**src/rtl/bcd_scheduler_pkg.sv**
```systemverilog
// rtl/bcd_scheduler_pkg.sv - shared widths, defaults and state encoding for bcd_scheduler
package bcd_scheduler_pkg;

    localparam int BIN_W        = 9;
    localparam int BCD_W        = 12;
    localparam int NREQ_DEFAULT = 4;

    // Encoding 2'd3 is deliberately unnamed; the FSM falls back to idle on it.
    typedef enum logic [1:0] {
        S_IDLE = 2'd0,
        S_CONV = 2'd1,
        S_OUT  = 2'd2
    } state_e;

endpackage

```
**src/rtl/bcd_scheduler_bcd.sv**
```systemverilog
// rtl/bcd_scheduler_bcd.sv - combinational 9-bit binary to 3-digit BCD converter
module bcd_scheduler_bcd
    import bcd_scheduler_pkg::*;
(
    input  logic [BIN_W-1:0] din,
    output logic [BCD_W-1:0] dout
);

    logic [BIN_W+BCD_W-1:0] sh;

    // Shift-and-add-3: correct each digit that would overflow before the next shift.
    always_comb begin
        sh = {{BCD_W{1'b0}}, din};
        for (int i = 0; i < BIN_W; i++) begin
            if (sh[BIN_W +: 4] >= 4'd5) begin
                sh[BIN_W +: 4] = sh[BIN_W +: 4] + 4'd3;
            end
            if (sh[BIN_W+4 +: 4] >= 4'd5) begin
                sh[BIN_W+4 +: 4] = sh[BIN_W+4 +: 4] + 4'd3;
            end
            if (sh[BIN_W+8 +: 4] >= 4'd5) begin
                sh[BIN_W+8 +: 4] = sh[BIN_W+8 +: 4] + 4'd3;
            end
            sh = sh << 1;
        end
    end

    assign dout = sh[BIN_W +: BCD_W];

endmodule

```
**src/rtl/bcd_scheduler.sv**
```systemverilog
// rtl/bcd_scheduler.sv - round-robin sharing of one BCD converter between requesters
module bcd_scheduler
    import bcd_scheduler_pkg::*;
#(
    parameter int NREQ = NREQ_DEFAULT,
    parameter int IDW  = 2
) (
    input  logic                  clk,
    input  logic                  rst,
    input  logic [NREQ-1:0]       req_valid,
    input  logic [BIN_W*NREQ-1:0] req_data,
    output logic [NREQ-1:0]       req_ready,
    output logic                  out_valid,
    input  logic                  out_ready,
    output logic [BCD_W-1:0]      out_bcd,
    output logic [IDW-1:0]        out_id,
    output logic                  busy
);

    state_e             state_q, state_d;
    logic [IDW-1:0]     rr_ptr_q, rr_ptr_d;
    logic [BIN_W-1:0]   din_q, din_d;
    logic [IDW-1:0]     id_q, id_d;
    logic [BCD_W-1:0]   out_bcd_q, out_bcd_d;
    logic [IDW-1:0]     out_id_q, out_id_d;
    logic               out_valid_q, out_valid_d;

    logic [BCD_W-1:0]   conv_dout;
    logic [IDW:0]       pick;
    logic               win_found;
    logic [IDW-1:0]     win_idx;

    // First set bit at or above the pointer, wrapping; MSB of the result flags a hit.
    function automatic logic [IDW:0] rr_pick(input logic [NREQ-1:0] v,
                                             input logic [IDW-1:0]  p);
        logic           found;
        logic [IDW-1:0] w;
        int             j;
        found = 1'b0;
        w     = '0;
        for (int k = 0; k < NREQ; k++) begin
            j = (int'(p) + k) % NREQ;
            if (!found && v[j]) begin
                found = 1'b1;
                w     = j[IDW-1:0];
            end
        end
        return {found, w};
    endfunction

    function automatic logic [IDW-1:0] next_ptr(input logic [IDW-1:0] id);
        int n;
        n = (int'(id) + 1) % NREQ;
        return n[IDW-1:0];
    endfunction

    assign pick      = rr_pick(req_valid, rr_ptr_q);
    assign win_found = pick[IDW];
    assign win_idx   = pick[IDW-1:0];

    bcd_scheduler_bcd u_bcd (
        .din  (din_q),
        .dout (conv_dout)
    );

    // Next-state, grant and output-register decisions for the idle/convert/present loop.
    always_comb begin
        state_d     = state_q;
        rr_ptr_d    = rr_ptr_q;
        din_d       = din_q;
        id_d        = id_q;
        out_bcd_d   = out_bcd_q;
        out_id_d    = out_id_q;
        out_valid_d = out_valid_q;
        req_ready   = '0;
        case (state_q)
            S_IDLE: begin
                // Grant is suppressed under reset so no requester sees a phantom accept.
                if (win_found && !rst) begin
                    req_ready[win_idx] = 1'b1;
                    din_d              = req_data[win_idx*BIN_W +: BIN_W];
                    id_d               = win_idx;
                    state_d            = S_CONV;
                end
            end
            S_CONV: begin
                out_bcd_d   = conv_dout;
                out_id_d    = id_q;
                out_valid_d = 1'b1;
                state_d     = S_OUT;
            end
            S_OUT: begin
                if (out_ready) begin
                    out_valid_d = 1'b0;
                    rr_ptr_d    = next_ptr(out_id_q);
                    state_d     = S_IDLE;
                end
            end
            default: begin
                state_d = S_IDLE;
            end
        endcase
    end

    // State and datapath registers with synchronous reset.
    always_ff @(posedge clk) begin
        if (rst) begin
            state_q     <= S_IDLE;
            rr_ptr_q    <= '0;
            din_q       <= '0;
            id_q        <= '0;
            out_bcd_q   <= '0;
            out_id_q    <= '0;
            out_valid_q <= 1'b0;
        end else begin
            state_q     <= state_d;
            rr_ptr_q    <= rr_ptr_d;
            din_q       <= din_d;
            id_q        <= id_d;
            out_bcd_q   <= out_bcd_d;
            out_id_q    <= out_id_d;
            out_valid_q <= out_valid_d;
        end
    end

    assign out_valid = out_valid_q;
    assign out_bcd   = out_bcd_q;
    assign out_id    = out_id_q;
    assign busy      = (state_q != S_IDLE);

endmodule

```
**config.mk**
```make
export PLATFORM = sky130hd
export DESIGN_NAME = bcd_scheduler
export DESIGN_NICKNAME = d
export VERILOG_FILES = /design/src/rtl/bcd_scheduler_pkg.sv /design/src/rtl/bcd_scheduler_bcd.sv /design/src/rtl/bcd_scheduler.sv
export SDC_FILE = /design/constraint.sdc
export NUM_CORES = 1
export LEC_CHECK = 0
export CORE_UTILIZATION = 52
export DETAILED_ROUTE_END_ITERATION = 8
export HOLD_SLACK_MARGIN = 0.15
export PLACE_DENSITY = 0.89
export RECOVER_POWER = 50
export SLEW_MARGIN = 30
export SYNTH_ARGS = -nofsm -noshare
export SYNTH_HDL_FRONTEND = slang
export SYNTH_SLANG_ARGS = --single-unit
```
**constraint.sdc**
```tcl
create_clock -name clk -period 6.8 [get_ports clk]
set_input_delay 0.68 -clock clk [delete_from_list [all_inputs] [get_ports clk]]
set_output_delay 0.68 -clock clk [all_outputs]
set_load 0.01 [all_outputs]
```
* Word level (Yosys, flattened, before mapping)
Cells that the tools add are included.
** Storage, ports and cells
- Register bits after elaboration :: 30
- Word-level logic and storage cells :: 136
- Output and inout port bits :: 20
** Operators by class
- Bitwise logic cells :: 3
- Magnitude comparators :: 27
- Equality and inequality tests :: 4
- Mux-type cells :: 49
- Reductions and logical operators :: 19
- Shifts and indexed selects :: 1
- Multipliers :: 1
- Add/subtract/negate cells :: 25
** Operators by type and width (count)
- $ge 4x3->1 const B :: 18
- $mux 4 :: 16
- $add 4x2->4 const B :: 13
- $shiftx 36x7->9 :: 1
- $mux 3 :: 7
- $add 3x2->3 const B :: 5
- $mux 1 :: 13
- $lt 3x4->1 const B :: 3
- $mux 2 :: 6
- $bmux 1 s2 :: 4
- $reduce_and 2->1 :: 4
- $add 1x2->3 const B :: 2
- $ge 1x3->1 const B :: 2
- $lt 2x3->1 const B :: 2
- $mul 2x4->6 const B :: 1
- $pmux 2 s3 :: 1
- $reduce_or 2->1 :: 3
- $logic_and 1x1->1 :: 5
- $add 2x1->2 const B :: 2
- $add 2x2->2 const B :: 2
- $logic_not 1->1 :: 4
- $ne 2x2->1 const B :: 2
- $reduce_bool 2->1 :: 2
- $add 1x2->3 const AB :: 1
- 8 further kinds :: 10

* Longest topological paths before layout
- Depth after elaboration :: 20
- Depth in mapped cells :: 33

* Hierarchy
From an unflattened synthesis, not the netlist that was laid out.
** Second synthesis, totals
- Cells, all modules :: 404
- Area, all modules :: 2980.4 sq um
** Modules (own cells, without submodules)
- bcd_scheduler :: times used 1, cells each 194, sequential area each 600.6 sq um, area an instance 1526.5 sq um
- bcd_scheduler_bcd :: times used 1, cells each 210, sequential area each 0.0 sq um, area an instance 1453.9 sq um

* Least setup slack after synthesis
Ideal clock, no wire load.
- Kind :: reg-to-reg
- Start :: reg din_q[6]
- End :: reg out_bcd_q[6] (netlist: out_bcd[6])
- Setup time :: 0.096 ns
- Required time :: 6.704 ns
- Setup slack :: 0.766 ns
- Cell stages (with the launch flop) :: 33
- Arrival :: 5.939 ns
- Cell sequence :: dfxtp_1 clkbuf_2 inv_1 ha_1 inv_1 ha_1 a21oi_1 xnor2_1 inv_1 ha_1 buf_6 nor2b_2 o21ai_1 a21o_1 xnor2_1 ha_1 and2b_2 a2111oi_2 a211oi_2 a31oi_1 nand2_1 ha_1 inv_1 ha_1 a21o_2 and3_1 nor2_1 inv_1 ha_1 and2_1 and3_2 o311a_1 o41ai_2
** On the way
- Cells in the longest elaborated chain, start to end :: 12
- Elaborated cells between the ends (all ways) :: 30
** Ends and longest elaborated chain
- from (decl) :: RTL line bcd_scheduler.sv:22 : logic [BIN_W-1:0] din_q, din_d;
- from (signal assigned) :: RTL line bcd_scheduler.sv:118 : din_q <= din_d;
- $add 4x2->4 or $ge 4x3->1 (tied branches) :: RTL line bcd_scheduler_bcd.sv:16, bcd_scheduler_bcd.sv:15
- $mux 4 * :: RTL line bcd_scheduler_bcd.sv:15 : if (sh[BIN_W +: 4] >= 4'd5) begin
- $add 4x2->4, or another cell as far along :: RTL line bcd_scheduler_bcd.sv:16 : sh[BIN_W +: 4] = sh[BIN_W +: 4] + 4'd3;
- $mux 4 (on tied branches) :: RTL line bcd_scheduler_bcd.sv:15, bcd_scheduler_bcd.sv:18
- $add 4x2->4, or another cell as far along :: RTL line bcd_scheduler_bcd.sv:16
- $mux 4 (on tied branches) :: RTL line bcd_scheduler_bcd.sv:15, bcd_scheduler_bcd.sv:18
- $add 4x2->4, or another cell as far along :: RTL line bcd_scheduler_bcd.sv:16
- $mux 4 (on tied branches) :: RTL line bcd_scheduler_bcd.sv:15, bcd_scheduler_bcd.sv:18
- $add 4x2->4, or another cell as far along :: RTL line bcd_scheduler_bcd.sv:19 : sh[BIN_W+4 +: 4] = sh[BIN_W+4 +: 4] + 4'd3;
- $mux 4 (on tied branches) :: RTL line bcd_scheduler_bcd.sv:18, bcd_scheduler_bcd.sv:15
- $add 4x2->4 or $ge 4x3->1 (tied branches) :: RTL line bcd_scheduler_bcd.sv:19, bcd_scheduler_bcd.sv:18
- $mux 4 * :: RTL line bcd_scheduler_bcd.sv:18 : if (sh[BIN_W+4 +: 4] >= 4'd5) begin
- to (signal assigned) :: RTL line bcd_scheduler.sv:120 : out_bcd_q <= out_bcd_d;
- to (decl) :: RTL line bcd_scheduler.sv:24 : logic [BCD_W-1:0] out_bcd_q, out_bcd_d;
Every way passes the cells marked *; elsewhere a longest branch is shown, timed or not.
A chain may end at the register's enable or synchronous reset.

* Final worst setup path
- Start :: reg din_q[7]
- End :: reg out_bcd_q[6] (netlist: out_bcd[6])
** On the way
- Cells in the longest elaborated chain, start to end :: 14
- Elaborated cells between the ends (all ways) :: 36
** Ends and longest elaborated chain (RTL line)
- $add 4x2->4 or $ge 4x3->1 (tied branches) :: bcd_scheduler_bcd.sv:16, bcd_scheduler_bcd.sv:15
- $mux 4 * :: bcd_scheduler_bcd.sv:15
- $add 4x2->4, or another cell as far along :: bcd_scheduler_bcd.sv:16
- $mux 4 (on tied branches) :: bcd_scheduler_bcd.sv:15, bcd_scheduler_bcd.sv:18
- $add 4x2->4, or another cell as far along :: bcd_scheduler_bcd.sv:16
- $mux 4 (on tied branches) :: bcd_scheduler_bcd.sv:15, bcd_scheduler_bcd.sv:18
- $ge 4x3->1, or another cell as far along :: bcd_scheduler_bcd.sv:15
- $mux 4 (on tied branches) :: bcd_scheduler_bcd.sv:15, bcd_scheduler_bcd.sv:18
- $add 4x2->4, or another cell as far along :: bcd_scheduler_bcd.sv:16
- $mux 4 (on tied branches) :: bcd_scheduler_bcd.sv:15, bcd_scheduler_bcd.sv:18
- $add 4x2->4, or another cell as far along :: bcd_scheduler_bcd.sv:16
- $mux 4 (on tied branches) :: bcd_scheduler_bcd.sv:15, bcd_scheduler_bcd.sv:18
- $add 4x2->4 or $ge 4x3->1 (tied branches) :: bcd_scheduler_bcd.sv:19, bcd_scheduler_bcd.sv:18
- $mux 4 * :: bcd_scheduler_bcd.sv:18
Marked as above.

==> flow_summary_export.csv <==
group,metric,value,unit
critical_path,crit_fanout,8,
yosys,yosysWarnings,0,
critical_path,crit_path_start,"din_q[7]$_SDFFE_PP0P_",
clock_network,cts_buffer_depth,2,
global_routing,groute.layer.met1.usage,32.1,%
placement,dp_hpwl,5.62,mm
floorplan,die_area,5830,um^2
pwr,power_switching,698,uW
global_routing,overflow,0,
clock_network,clk_transition_reported_paths,70,ps
sta,fin_tns_setup,0,ps
global_routing,grt_pass1_wl,12.8,mm
floorplan,core_area,5200,um^2
yosys,number_of_enable_type_register_cells_in_the_synthesized_netlist,0,
floorplan,die_height,76.4,um
route,antenna_violating_nets_post_route,0,
route,drt-pass1-iter-count,5,
critical_path,reg2reg_from,"din_q[7]$_SDFFE_PP0P_",
sta,worst_pin_slew,1330,ps
placement,post_dp_cell_area,3500,um^2
placement,dp_cells,500,
pwr,p_sw_share,48.9,%
final_layout,num_antenna_cells,0,
yosys,synth.avg_cell_area,7.41,um^2
final_layout,commonest_non_fill_non_tap_cells_in_the_layout,"clkdlybuf4s50_1 (46), nand2_1 (44), nor2_1 (42)",
final_layout,design.final.nets,491,
clock_network,clock_tree.htree_level_count,2,
pwr,power.share.sequential,15.9,%
global_routing,grt_pass1_vias,2903,
global_routing,use_met3,4.91,%
yosys,post_synth_top_area_share,20.2,%
critical_path,timing.critical_path.slowest_cell_delay,370,ps
route,route.detailed.wl_per_inst,15.3,um
sta,final-max-slew-violation-count,0,
final_layout,finish.instance_area,3660,um^2
yosys,synth.top_cells.by_area,"dfxtp_1 (20%), a21oi_1 (6.4%), nand2_1 (5.7%)",
critical_path,cp_common_cell,"ha_1",
global_routing,grtUsageTotal,26.5,%
run,cap_viol_max_count,0,
clock_network,cts_buffers,5,
floorplan,dieWidth,76.4,um
placement,placement.io_buffers,61,
sta,clock.fmax,156,MHz
placement,place.gp.congestion,0.968,
route,vias,3211,
final_layout,layout.cells.most_common,"clkdlybuf4s50_1",
pwr,share_comb_of_total_power,70.9,%
critical_path,critPathSlowestCell,"a2111oi_4",
final_layout,instances_no_fill,508,
floorplan,io_pins,63,
yosys,ys_types,71,
route,routed_via_count_divided_by_cell_count,6.32,
pwr,cellLeakagePower,0.00140,uW
sta,maxSlewHeadroom,11.2,%
yosys,synth.cell_area,2880,um^2
pwr,cellInternalPower,730,uW
pwr,part_of_the_power_in_the_clock_network,13.1,%
clock_network,clock_tree.root_cell,"clkbuf_8",
sta,min_period,6410,ps
final_layout,area_delta_synth_final,27.3,%
run_status,status,"finished, final reports clean",
yosys,synthCells,388,
clock_network,tritoncts,"built",
yosys,yosys_register_bits,29,
global_routing,grt_start_max_net_pins,33,
sta,whs,448,ps
sta,timing.final.crit_share,94.3,%
route,route.final.wire_length,7.78,mm
critical_path,worst-setup-path-type,"reg -> reg",
pwr,power.ir.vdd_worst,0.190,mV
yosys,netlist.top_cell.by_area,"dfxtp_1",
pwr,power.density_cell_area,390,nW/um^2
global_routing,use_met2,47.3,%
global_routing,grt_antenna_before_repair,0,
route,drt_first_iter_violations,295,
yosys,postSynth.asyncResetShare,0,%
sta,clock_skew,13.7,ps
critical_path,category_of_the_worst_setup_path_capture_point,"flop",
sta,finalHoldViolCount,0,
yosys,synthesized_nets,442,
min_path,worstHoldPathType,"reg -> reg",
clock_network,cts.sinks,29,
critical_path,arr_time_crit_path,6590,ps
global_routing,grt.busiest_layer,"met2",
min_path,hold_path.startpoint,"out_bcd[2]$_SDFFE_PP0P_",
yosys,sequential_share_of_the_synthesized_area,20.2,%
floorplan,effective_utilization_at_floorplan,55.3,%
route,detail_route.drc_violations,0,
floorplan,num_rows,26,
yosys,yosys_most_used_dff,"dfxtp_1",
clock_network,insertion_delay,290,ps
sta,finalSetupViolations,0,
critical_path,cp_required,6980,ps
final_layout,drive_gt1_share,12.8,%
critical_path,start_kind,"flop",
-- path summary, 6_finish.rpt --
kind                                                end  slack, ps  cells past startpoint
worst max-delay path            out_bcd[6]$_SDFFE_PP0P_        390                     30
worst min-delay path            out_bcd[2]$_SDFFE_PP0P_        450                      2
worst max register to register  out_bcd[6]$_SDFFE_PP0P_        390                     30
worst min register to register  out_bcd[2]$_SDFFE_PP0P_        450                      2
-- worst max-delay path, delay by kind of cell, from the launching register on --
kind | cells | cell delay, ps
xor gates and xnor gates | 2 | 430
DFF | 1 | 360
and+or+nand+nor | 7 | 1340
AOI/OAI and AO/OA | 9 | 2000
buffers and inverters | 5 | 510
adders and majority gates | 7 | 1650
-- power by group through the flow --
| stage | logic, uW | registers [uW] | clock network [uW] |
|---|---|---|---|
| final | 1010 | 227 | 188 |
| after global placement | 941 | 228 | 0 |
| after floorplan | 766 | 222 | 0 |
| after detailed placement | 966 | 230 | 0 |
| after global routing | 1110 | 233 | 196 |
| after CTS | 977 | 226 | 190 |
-- per-layer routing --
metal  vias up  wire, um
met3        22       486
met4         0       161
met2       165      3910
met1      1468      3220
li1       1556         -
met5         -         0
-- timing repair --
item / CTS / global route
resized for setup: 1 / 8
endpoints found under the hold margin: 0 / 0
buffers inserted: 0 / 0
pin swaps: 0 / 1
hold buffers: 0 / 0
endpoints found under the setup margin: 1 / 4
-- sequential cells by signal, summed over array words and instances (netlist names) --
register,flops
din_q,9
rr_ptr_q,2
id_q,2
state_q,2
out_id,2
out_valid,1
out_bcd,11
-- per-stage QoR --
| step | util [%] | setup slack [ps] | power (uW) |
|---|---|---|---|
| after global routing | 70.4 | -23.3 | 1540 |
| after floorplan | - | 766 | 987 |
| after CTS | 69.5 | 41.8 | 1390 |
| final | 70.4 | 387 | 1430 |
| after global placement | 67.2 | 380 | 1170 |
| after detailed placement | 67.2 | 44.3 | 1200 |
-- area by class of cell --
| cell class | count | area, um^2 |
|---|---|---|
| multi-input combinational | 317 | 2170 |
| fill | 417 | 1540 |
| timing repair buffer | 66 | 644 |
| sequential | 29 | 582 |
| tap | 70 | 87.6 |
| clock buffer | 5 | 68.8 |
| inverter | 18 | 67.6 |
| clock inverter | 3 | 46.3 |
-- cells in the mapped netlist (all sizes together) (5+ instances only) --
master    n
a21o      6
nand2    44
mux2     10
o211ai    5
xnor2     7
a311oi    6
a21oi    37
o22ai     5
nand2b    5
nand3     7
inv      17
ha       11
nor3      8
buf       5
clkbuf   18
a221o     7
a2111oi   5
mux2i    17
nor2     42
a211oi    5
o21ai    27
dfxtp    29
a31oi     6
-- cell families (layout without fill, tap and decap cells) --
kind of cell	count (synthesis)	after routing	synth area share [%]
AOI/OAI and AO/OA	144	144	35.6
adders and majority gates	11	11	4.78
and+or+nand+nor	127	127	19.9
other	1	1	0.130
muxes	27	27	10.5
buffers and inverters	42	92	6.52
DFF	29	29	20.2
xor gates and xnor gates	7	7	2.39
Power figures use the tool's default switching activity.
